==> config.mk <==
export PLATFORM = sky130hd
export DESIGN_NAME = jogo_sequencia_param
export DESIGN_NICKNAME = d
export VERILOG_FILES = /design/src/rtl/jogo_seq_pkg.sv /design/src/rtl/jogo_seq_ram.sv /design/src/rtl/jogo_sequencia_param.sv
export SDC_FILE = /design/constraint.sdc
export NUM_CORES = 1
export LEC_CHECK = 0
export CAP_MARGIN = 10
export CORE_MARGIN = 2
export CORE_UTILIZATION = 45
export CTS_CLUSTER_SIZE = 14
export DETAILED_ROUTE_END_ITERATION = 8
export DONT_BUFFER_PORTS = 1
export MAX_ROUTING_LAYER = met4
export RECOVER_POWER = 25
export SLEW_MARGIN = 0
export SYNTH_ARGS = -nofsm -noshare
export SYNTH_HDL_FRONTEND = slang
export SYNTH_SLANG_ARGS = --single-unit
==> constraint.sdc <==
create_clock -name clock -period 5 [get_ports clock]
set_input_delay 1 -clock clock [delete_from_list [all_inputs] [get_ports clock]]
set_output_delay 1 -clock clock [all_outputs]
set_load 0.05 [all_outputs]
==> src/rtl/jogo_seq_pkg.sv <==
// Shared definitions for the memory-sequence game core.
//   - FSM state codes (visible on db_estado, so the numeric values matter)
//   - DB_ESTADO_W: width of the db_estado debug port
//   - clog2(): width helper used to size counters and RAM addresses
package jogo_seq_pkg;

  localparam int DB_ESTADO_W = 4;

  typedef logic [DB_ESTADO_W-1:0] estado_t;

  localparam estado_t INICIAL       = 4'h0;
  localparam estado_t PREPARA       = 4'h1;
  localparam estado_t ESPERA_JOGADA = 4'h2;
  localparam estado_t MOSTRA        = 4'h3;
  localparam estado_t ESPERA_NOVA   = 4'h4;
  localparam estado_t COMPARA       = 4'h5;
  localparam estado_t PROX_JOGADA   = 4'h6;
  localparam estado_t PROX_RODADA   = 4'h7;
  localparam estado_t GRAVA         = 4'h8;
  localparam estado_t ACERTOU       = 4'h9;
  localparam estado_t ERROU         = 4'hA;
  localparam estado_t TIMEOUT       = 4'hB;

  // Ceiling log2, never less than 1 so it can always size a vector.
  function automatic int clog2(input int value);
    int result;
    result = 0;
    while ((1 << result) < value) result++;
    return (result < 1) ? 1 : result;
  endfunction

endpackage

==> src/rtl/jogo_seq_ram.sv <==
// Play memory for the sequence game: DEPTH entries of WIDTH bits.
// Synchronous write, asynchronous read, no reset (contents are always
// written before they are read).
// Ports:
//   clock  in   1      system clock
//   we     in   1      write enable
//   waddr  in   AW     write address
//   wdata  in   WIDTH  write data
//   raddr  in   AW     read address
//   rdata  out  WIDTH  read data (combinational)
module jogo_seq_ram import jogo_seq_pkg::*; #(
  parameter int DEPTH = 16,
  parameter int WIDTH = 4,
  parameter int AW    = 4
) (
  input  logic             clock,
  input  logic             we,
  input  logic [AW-1:0]    waddr,
  input  logic [WIDTH-1:0] wdata,
  input  logic [AW-1:0]    raddr,
  output logic [WIDTH-1:0] rdata
);

  logic [WIDTH-1:0] mem [DEPTH];

  always_ff @(posedge clock) begin
    if (we) mem[waddr] <= wdata;
  end

  assign rdata = mem[raddr];

endmodule

==> src/rtl/jogo_sequencia_param.sv <==
// Parametrised "memory sequence" game core. In round r the player repeats
// the stored plays 0..r-1 and then enters a new play r, which is stored.
// The game is won after PROF plays are stored and lost on a wrong play,
// a multi-button press or an inactivity timeout.
//
// Optional feature macro: JOGO_SEQ_SHOW_SEQ_EN
//   defined   -> MOSTRA state replays ram[0..r-1] on the LEDs before every
//                repeat phase (ESPERA_LED cycles on, ESPERA_LED cycles off)
//   undefined -> no playback; the player works from memory
//
// Ports:
//   clock       in   1          system clock
//   reset       in   1          synchronous, active-high
//   jogar       in   1          start/restart request (level)
//   botoes      in   N_BOTOES   debounced buttons, synchronous to clock
//   leds        out  N_BOTOES   button echo / sequence playback
//   ganhou      out  1          won
//   perdeu      out  1          lost (error or timeout)
//   pronto      out  1          any final state
//   db_timeout  out  1          lost by timeout
//   db_estado   out  4          FSM state code
//   db_rodada   out  AW+1       current round r (0..PROF)
//   db_jogada   out  AW         current play index j
module jogo_sequencia_param import jogo_seq_pkg::*; #(
  parameter  int N_BOTOES       = 4,
  parameter  int PROF           = 16,
  parameter  int TIMEOUT_CICLOS = 5000,
  parameter  int ESPERA_LED     = 500,
  localparam int AW             = clog2(PROF)
) (
  input  logic                   clock,
  input  logic                   reset,
  input  logic                   jogar,
  input  logic [N_BOTOES-1:0]    botoes,
  output logic [N_BOTOES-1:0]    leds,
  output logic                   ganhou,
  output logic                   perdeu,
  output logic                   pronto,
  output logic                   db_timeout,
  output logic [DB_ESTADO_W-1:0] db_estado,
  output logic [AW:0]            db_rodada,
  output logic [AW-1:0]          db_jogada
);

  // One counter serves as idle timer in the wait states and as step timer
  // during playback, so it is sized for the longer of the two intervals.
  localparam int CNT_MAX = (TIMEOUT_CICLOS > ESPERA_LED) ? TIMEOUT_CICLOS : ESPERA_LED;
  localparam int TW      = clog2(CNT_MAX + 1);
  localparam logic [TW-1:0] TMO_LAST = TW'(TIMEOUT_CICLOS - 1);

  estado_t state, next;

  logic [N_BOTOES-1:0] botoes_reg;
  logic [N_BOTOES-1:0] cap;
  logic                any_prev;
  logic                play_ev;
  logic                cap_ok;

  logic [AW:0]   r;
  logic [AW-1:0] j;
  logic          j_last;
  logic          r_last;

  logic [TW-1:0] cnt;
  logic          wait_st;
  logic          tmo_exp;

  logic                ram_we;
  logic [AW-1:0]       ram_raddr;
  logic [N_BOTOES-1:0] ram_rdata;

  assign play_ev = (|botoes_reg) & ~any_prev;
  // A valid play has exactly one button set.
  assign cap_ok  = (cap != '0) && ((cap & (cap - N_BOTOES'(1))) == '0);
  assign j_last  = ({1'b0, j} == (r - 1'b1));
  assign r_last  = (r == (AW+1)'(PROF - 1));
  assign wait_st = (state == ESPERA_JOGADA) || (state == ESPERA_NOVA);
  // A play arriving on the last idle cycle takes priority over the timeout.
  assign tmo_exp = (cnt == TMO_LAST) && !play_ev;

`ifdef JOGO_SEQ_SHOW_SEQ_EN
  logic [AW-1:0] show_idx;
  logic          show_on;
  logic          step_end;
  logic          show_done;

  assign step_end  = (cnt == TW'(ESPERA_LED - 1));
  assign show_done = step_end && !show_on && ({1'b0, show_idx} == (r - 1'b1));
  assign ram_raddr = (state == MOSTRA) ? show_idx : j;

  // Playback position: restarts every time MOSTRA is entered; each step is
  // an on half followed by an off half, advancing to the next entry after
  // the off half.
  always_ff @(posedge clock) begin
    if (reset || state != MOSTRA) begin
      show_idx <= '0;
      show_on  <= 1'b1;
    end else if (step_end) begin
      show_on <= !show_on;
      if (!show_on) show_idx <= show_idx + 1'b1;
    end
  end
`else
  assign ram_raddr = j;
`endif

  assign ram_we = (state == GRAVA) && cap_ok;

  jogo_seq_ram #(
    .DEPTH (PROF),
    .WIDTH (N_BOTOES),
    .AW    (AW)
  ) u_ram (
    .clock (clock),
    .we    (ram_we),
    .waddr (r[AW-1:0]),
    .wdata (cap),
    .raddr (ram_raddr),
    .rdata (ram_rdata)
  );

  // Button register and rising-edge detector on "any button". The captured
  // value is latched on the event so COMPARA/GRAVA see it a cycle later.
  always_ff @(posedge clock) begin
    if (reset) begin
      botoes_reg <= '0;
      any_prev   <= 1'b0;
      cap        <= '0;
    end else begin
      botoes_reg <= botoes;
      any_prev   <= |botoes_reg;
      if (play_ev) cap <= botoes_reg;
    end
  end

  always_ff @(posedge clock) begin
    if (reset) state <= INICIAL;
    else       state <= next;
  end

  always_comb begin
    next = state;
    case (state)
      INICIAL: if (jogar) next = PREPARA;
`ifdef JOGO_SEQ_SHOW_SEQ_EN
      PREPARA: next = MOSTRA;
      MOSTRA: begin
        if (r == '0)     next = ESPERA_NOVA;
        else if (show_done) next = ESPERA_JOGADA;
      end
      PROX_RODADA: next = MOSTRA;
`else
      PREPARA:     next = ESPERA_NOVA;
      PROX_RODADA: next = ESPERA_JOGADA;
`endif
      ESPERA_JOGADA: begin
        if (play_ev)      next = COMPARA;
        else if (tmo_exp) next = TIMEOUT;
      end
      ESPERA_NOVA: begin
        if (play_ev)      next = GRAVA;
        else if (tmo_exp) next = TIMEOUT;
      end
      COMPARA:     next = (cap_ok && cap == ram_rdata) ? PROX_JOGADA : ERROU;
      PROX_JOGADA: next = j_last ? ESPERA_NOVA : ESPERA_JOGADA;
      GRAVA: begin
        if (!cap_ok)     next = ERROU;
        else if (r_last) next = ACERTOU;
        else             next = PROX_RODADA;
      end
      ACERTOU, ERROU, TIMEOUT: if (jogar) next = PREPARA;
      default: next = INICIAL;
    endcase
  end

  // Round/play counters. The final GRAVA also bumps r so db_rodada reads
  // PROF once the game is won.
  always_ff @(posedge clock) begin
    if (reset) begin
      r <= '0;
      j <= '0;
    end else begin
      case (state)
        PREPARA: begin
          r <= '0;
          j <= '0;
        end
        PROX_JOGADA: if (!j_last) j <= j + 1'b1;
        PROX_RODADA: begin
          r <= r + 1'b1;
          j <= '0;
        end
        GRAVA: if (cap_ok && r_last) r <= r + 1'b1;
        default: ;
      endcase
    end
  end

  // Shared counter: cleared on any state change; counts idle cycles in the
  // wait states (cleared by a play) and step cycles during playback.
  always_ff @(posedge clock) begin
    if (reset || next != state) begin
      cnt <= '0;
    end else if (wait_st) begin
      cnt <= play_ev ? '0 : cnt + 1'b1;
`ifdef JOGO_SEQ_SHOW_SEQ_EN
    end else if (state == MOSTRA) begin
      cnt <= step_end ? '0 : cnt + 1'b1;
`endif
    end else begin
      cnt <= '0;
    end
  end

  always_comb begin
    leds       = '0;
    ganhou     = 1'b0;
    perdeu     = 1'b0;
    pronto     = 1'b0;
    db_timeout = 1'b0;
    case (state)
      ESPERA_JOGADA, ESPERA_NOVA: leds = botoes_reg;
`ifdef JOGO_SEQ_SHOW_SEQ_EN
      MOSTRA: leds = show_on ? ram_rdata : '0;
`endif
      ACERTOU: begin
        ganhou = 1'b1;
        pronto = 1'b1;
      end
      ERROU: begin
        perdeu = 1'b1;
        pronto = 1'b1;
      end
      TIMEOUT: begin
        perdeu     = 1'b1;
        pronto     = 1'b1;
        db_timeout = 1'b1;
      end
      default: ;
    endcase
  end

  assign db_estado = state;
  assign db_rodada = r;
  assign db_jogada = j;

endmodule

# ---- Word-level counts from Yosys, hierarchy flattened
# Memories as Yosys holds them, arrays and structs flattened. A register that Yosys moved wholly into a read port is not among the register bits.
# Cells that the tools add are included.
dict set report totals {
  reg_bits 35
  latch_bits 0
  ram_bits 64
  rom_bits 0
  output_inout_bits 21
  n_memories 1
}
dict set report op_classes {
  addsub 5
  multipliers 0
  n_div 0
  order_cmp 0
  eq_ne 17
  shift 0
  muxes 22
  n_bitwise 4
  reduce_logical 22
}
# memory words word_bits rd rd_ports_with_merged_regs wr line
set memory_table {}
lappend memory_table {u_ram.mem 16 4 1 1 1 jogo_seq_ram.sv:24} ;# logic [WIDTH-1:0] mem [DEPTH];
# op count
set ops {}
lappend ops {{$mux 4} 11}
lappend ops {{$pmux 4 s8} 1}
lappend ops {{$eq 4x3->1 const B} 4}
lappend ops {{$eq 4x4->1 const B} 4}
lappend ops {{$pmux 5 s3} 1}
lappend ops {{$add 13x1->13 const B} 1}
lappend ops {{$eq 13x13->1 const B} 1}
lappend ops {{$logic_not 4->1} 2}
lappend ops {{$pmux 4 s2} 1}
lappend ops {{$reduce_or 4->1} 2}
lappend ops {{$mux 1} 6}
lappend ops {{$reduce_or 2->1} 3}
lappend ops {{$reduce_or 3->1} 2}
lappend ops {{$add 5x1->5 const B} 1}
lappend ops {{$eq 4x5->1} 1}
lappend ops {{$eq 5x4->1 const B} 1}
lappend ops {{$logic_and 1x1->1} 5}
lappend ops {{$mux 5} 1}
lappend ops {{$sub 5x1->5 const B} 1}
lappend ops {{$add 4x1->4 const B} 1}
lappend ops {{$and 4x4->4} 1}
lappend ops {{$eq 4x1->1 const B} 1}
lappend ops {{$eq 4x2->1 const B} 1}
lappend ops {{$eq 4x4->1} 1}
lappend ops {{other kinds (13)} 16}

# ---- Logic depth before layout (Yosys ltp)
dict set report logic_depth {
  ltp_word 10
  ltp_mapped 8
}

# ---- Modules after synthesis
# From an unflattened synthesis, not the netlist that was laid out.
dict set report unflattened {
  hier_cells 366
  area_unflattened_um2 4563.1
}
# mod instances cells_each area_per_inst_um2 seq_area_each_um2
set by_module_without_submodules {}
lappend by_module_without_submodules {jogo_seq_ram 1 126 2586.2 1921.8}
lappend by_module_without_submodules {jogo_sequencia_param 1 240 1976.9 700.7}

# ---- Worst setup path before layout
# OpenSTA, ideal clock, no wires.
dict set report synth_timing {
  path_kind {flip-flop to output port}
  from {register state[2], in the netlist db_estado[2]}
  to {output port leds[0]}
  arrival_ns 1.817
  required_time_ns 4.000
  setup_slack_ns 2.183
  stages_incl_launch_ff 5
  cell_sequence {dfxtp_1 clkbuf_1 xnor2_1 nor3_1 and2_1}
}
dict set report synth_via {
  elab_chain_len 3
}
# item line
set synth_lines {}
lappend synth_lines {{start, declared} jogo_sequencia_param.sv:51} ;# estado_t state, next;
lappend synth_lines {{start signal, assigned} jogo_sequencia_param.sv:138} ;# else state <= next;
lappend synth_lines {{$eq 4x2->1 or $eq 4x3->1 (tied branches)} jogo_sequencia_param.sv:221} ;# case (state)
lappend synth_lines {{$reduce_or 2->1 (*)} jogo_sequencia_param.sv:221}
lappend synth_lines {{$mux 4 (*)} jogo_sequencia_param.sv:221}
lappend synth_lines {{end, declared} jogo_sequencia_param.sv:35} ;# output logic [N_BOTOES-1:0] leds,
# Every way passes the cells marked *; elsewhere a longest branch is shown, timed or not.

# ---- Worst setup path in the final report
dict set report layout_timing {
  from {register state[1], in the netlist db_estado[1]}
  to {output port leds[2]}
}
# The elaborated chain is that of the path after synthesis.

==> Flow_metrics.wiki <==
{| class="wikitable"
! Metric !! Value
|-
| Hold_buf cts || 0
|-
| Effective utilization at floorplan || 45.7%
|-
| Number of max-cap violations || 0
|-
| Sink count of the clock tree || 103
|-
| Post-cts gate resize count || 0
|-
| Final Critical Period || 3.40 ns
|-
| Nets in the synthesized netlist || 397
|-
| Final period utilization || 68.0%
|-
| Static leakage || 1.62 nW
|-
| WL final || 8.70 mm
|-
| Critical Path End Type || output port
|-
| Via density || 5.35
|-
| Number of instances in the synthesized netlist || 383
|-
| Longest individual stage delay on the worst path || 0.92 ns
|-
| Worst vdd rail ir drop || 0.165 mV
|-
| Biggest fanout along the worst timing path || 15
|-
| Die ar. || 11,200 sq um
|-
| Horizontal die dimension || 106 microns
|-
| Setup TNS || 0 ns
|-
| Clock Root Buffer || sky130_fd_sc_hd__clkbuf_8
|-
| Count of antenna-violating nets left after detailed routing || 0
|-
| Via count of the first global-routing pass || 2,805
|-
| Design Power || 0.00152 W
|-
| Pin count of the biggest net entering global routing || 25
|-
| Synthesized area || 4650 sq um
|-
| Ys async rst share || 0%
|-
| Final setup skew || 0.0102 ns
|-
| Data required, critical path || 4.00 ns
|-
| Distinct cell type count of the synthesized netlist || 54
|-
| Slowest library cell on the worst path || sky130_fd_sc_hd__dfxtp_1
|-
| Non-filler instance count after layout || 520
|-
| Series of cell instances along the critical path || xnor2_1 > nor3_1 > and2_1
|-
| Register name with the most flops || u_ram.mem
|-
| Cell accounting for the most synthesized area || sky130_fd_sc_hd__edfxtp_1
|-
| Worst path buffer plus inverter count || 0
|-
| Slew at the pin closest to its max-slew limit || 0.984 ns
|-
| H-tree level count || 3
|-
| Synth warnings || 0
|-
| Gate family responsible for the most delay along the worst path || simple AND/OR/NAND/NOR gates
|-
| Count of unresolved DRC violations after routing || 0
|-
| Initial antenna violation count || 0
|-
| Worst-Skew Late Latency || 0.35 ns
|-
| Number of fill cells in the layout || 927
|-
| Most frequently used flop master after synthesis || sky130_fd_sc_hd__edfxtp_1
|-
| Count of port buffers added during placement || 0
|-
| Number of placed cells counting well taps || 504
|-
| DIE HEIGHT || 106 microns
|-
| Mean area per synthesized cell || 12.1 sq um
|-
| Cells taking the most area after synthesis || sky130_fd_sc_hd__edfxtp_1, sky130_fd_sc_hd__dfxtp_1, sky130_fd_sc_hd__nor2_1
|-
| Post-synth EDFFs || 64
|-
| Average routed wire per standard cell || 16.7 microns
|-
| Global-route congestion overflow total || 0
|-
| Worst setup path category || flip-flop to output port
|-
| Critical Path Source Type || flip-flop
|-
| #FFs+latches synth || 103
|-
| Clock tree from TritonCTS || built
|-
| Result of the run || finished, final reports clean
|-
| Share of post-route cells with drive strength above 1 || 8.59%
|-
| DP HPWL || 6.11 mm
|-
| Detailed Routing Iterations Pass 1 || 4
|-
| Synth-to-layout area growth || 6.32%
|-
| Via total after detailed routing || 2,780
|-
| Share of the yosys chip area belonging to registers || 58.1%
|-
| Final hold slack || 0.457 ns
|-
| Flip-flop count of the largest register, all copies and words added || 64
|-
| Worst slew slack as a fraction of its limit || 34.3%
|-
| Number of buffers added by the clock tree synthesis step || 9
|-
| Core area || 10,200 sq um
|-
| Io pins || 28
|-
| Layout net count || 393
|-
| Hold violation total from the final report || 0
|-
| Hold/Removal Path Class || flip-flop to flip-flop
|-
| PD cells || 307 nW/um^2
|-
| Count of final setup violators || 0
|-
| Drt first-iter violations || 114
|-
| Arrival time reported for the critical path endpoint || 2.40 ns
|-
| Clock transition at the register clock pins on the worst setup and hold paths after CTS || 0.10 ns
|-
| Highest Clock Rate || 294 MHz
|-
| Setup repair after global routing missed its margin || false
|-
| Number of slew-limit violations in the final report || 0
|-
| Global-route total usage across every layer || 17.2%
|-
| Maximum root-to-sink buffer count || 2
|-
| Total inserted antenna cells || 0
|-
| Cell Rows || 37
|-
| Area share of the leading cell type in the synthesized netlist || 41.3%
|-
| Wire length of the first global-routing pass || 14.6 mm
|-
| Setup repair bufs after CTS || 0
|-
| Routability cong. || 0.870
|}
metal layers:
layer	part of all wire (%)	routed length, microns	track usage (%)
met5	0	0	-
met4	0.70	61	4.23
met3	3.5	303	3.96
met2	46	4030	26.9
met1	50	4310	23.1
where the power goes:
part	internal [W]	switching, W
Clock	0.000216	0.000281
Combinational	0.0000308	0.0000468
Sequential	0.000908	0.0000372
through the flow:
stage | utilization (%) | instance area [sq um] | setup slack, ns
2_1_floorplan | - | 4650 | 2.18
3_3_place_gp | 46.7 | 4750 | 2.07
3_5_place_dp | 46.7 | 4750 | 2.02
4_1_cts | 48.6 | 4940 | 1.60
5_1_grt | 48.6 | 4940 | 1.37
6_report | 48.6 | 4940 | 1.60
path summary, 6_finish.rpt:
kind / start / end / slack (ns) / cells past startpoint
max: db_estado[1] / leds[2] / 1.60 / 3
min: cnt[0] / cnt[0] / 0.46 / 1
max reg2reg: cap[0] / u_ram.mem[0][0] / 2.06 / 6
min reg2reg: cnt[0] / cnt[0] / 0.46 / 1
placed cells by master, fill, tap and decap left out, drive strengths merged, types with 2 or more instances in the layout:
cell,n
or3,2
inv,11
nand3,10
mux4,14
and3,7
mux2i,13
nor2,58
dfxtp,39
nand4,4
a21oi,12
a22oi,2
xor2,13
or2,2
ha,7
clkinv,2
nor2b,15
nor4,3
edfxtp,64
a21o,2
clkbuf,11
and2,6
nor3,9
o21ai,6
a31oi,3
or4b,3
o211ai,4
xnor2,11
nand2b,8
a21boi,2
nand2,22
cell families after synthesis:
kind of cell / after synthesis / synth area share (%)
AND/OR/NAND/NOR: 152 / 16.3
flip-flops: 103 / 58.1
adder cells (fa/ha/maj): 7 / 1.88
XOR/XNOR: 24 / 4.68
AO/OA/AOI/OAI: 44 / 6.38
buffers and inverters: 25 / 2.34
multiplexers: 28 / 10.3
cells in the mapped netlist (8+ instances only):
library cell and number:
sky130_fd_sc_hd__nand3_1 10, sky130_fd_sc_hd__nor2b_1 15, sky130_fd_sc_hd__xnor2_1 10, sky130_fd_sc_hd__nor2_1 58, sky130_fd_sc_hd__inv_1 9, sky130_fd_sc_hd__clkbuf_1 10, sky130_fd_sc_hd__xor2_1 13, sky130_fd_sc_hd__nand2b_1 8
sky130_fd_sc_hd__mux2i_1 13, sky130_fd_sc_hd__mux4_2 8, sky130_fd_sc_hd__edfxtp_1 64, sky130_fd_sc_hd__dfxtp_1 39, sky130_fd_sc_hd__a21oi_1 12, sky130_fd_sc_hd__nor3_1 9, sky130_fd_sc_hd__nand2_1 22
worst register-to-register path, cell delays in order (launching register included):
cell	delay [ns]
sky130_fd_sc_hd__dfxtp_1	0.76
sky130_fd_sc_hd__or4b_2	0.68
sky130_fd_sc_hd__inv_1	0.11
sky130_fd_sc_hd__nor2_1	0.08
sky130_fd_sc_hd__nor2b_1	0.25
sky130_fd_sc_hd__nand2_1	0.17
sky130_fd_sc_hd__nor3_1	0.54
final cells by class:
| class | count | area [sq um] | share of cell area [%] |
|---|---|---|---|
| multi-input cells | 255 | 1840 | 37.2 |
| repair buffers | 1 | 7.51 | 0.152 |
| clock buffers | 11 | 153 | 3.09 |
| flip-flops and latches | 103 | 2700 | 54.7 |
| well taps | 136 | 170 | 3.44 |
| clock inverters | 5 | 38.8 | 0.784 |
| inverters | 9 | 33.8 | 0.683 |
(Power assumes the default switching activity.)
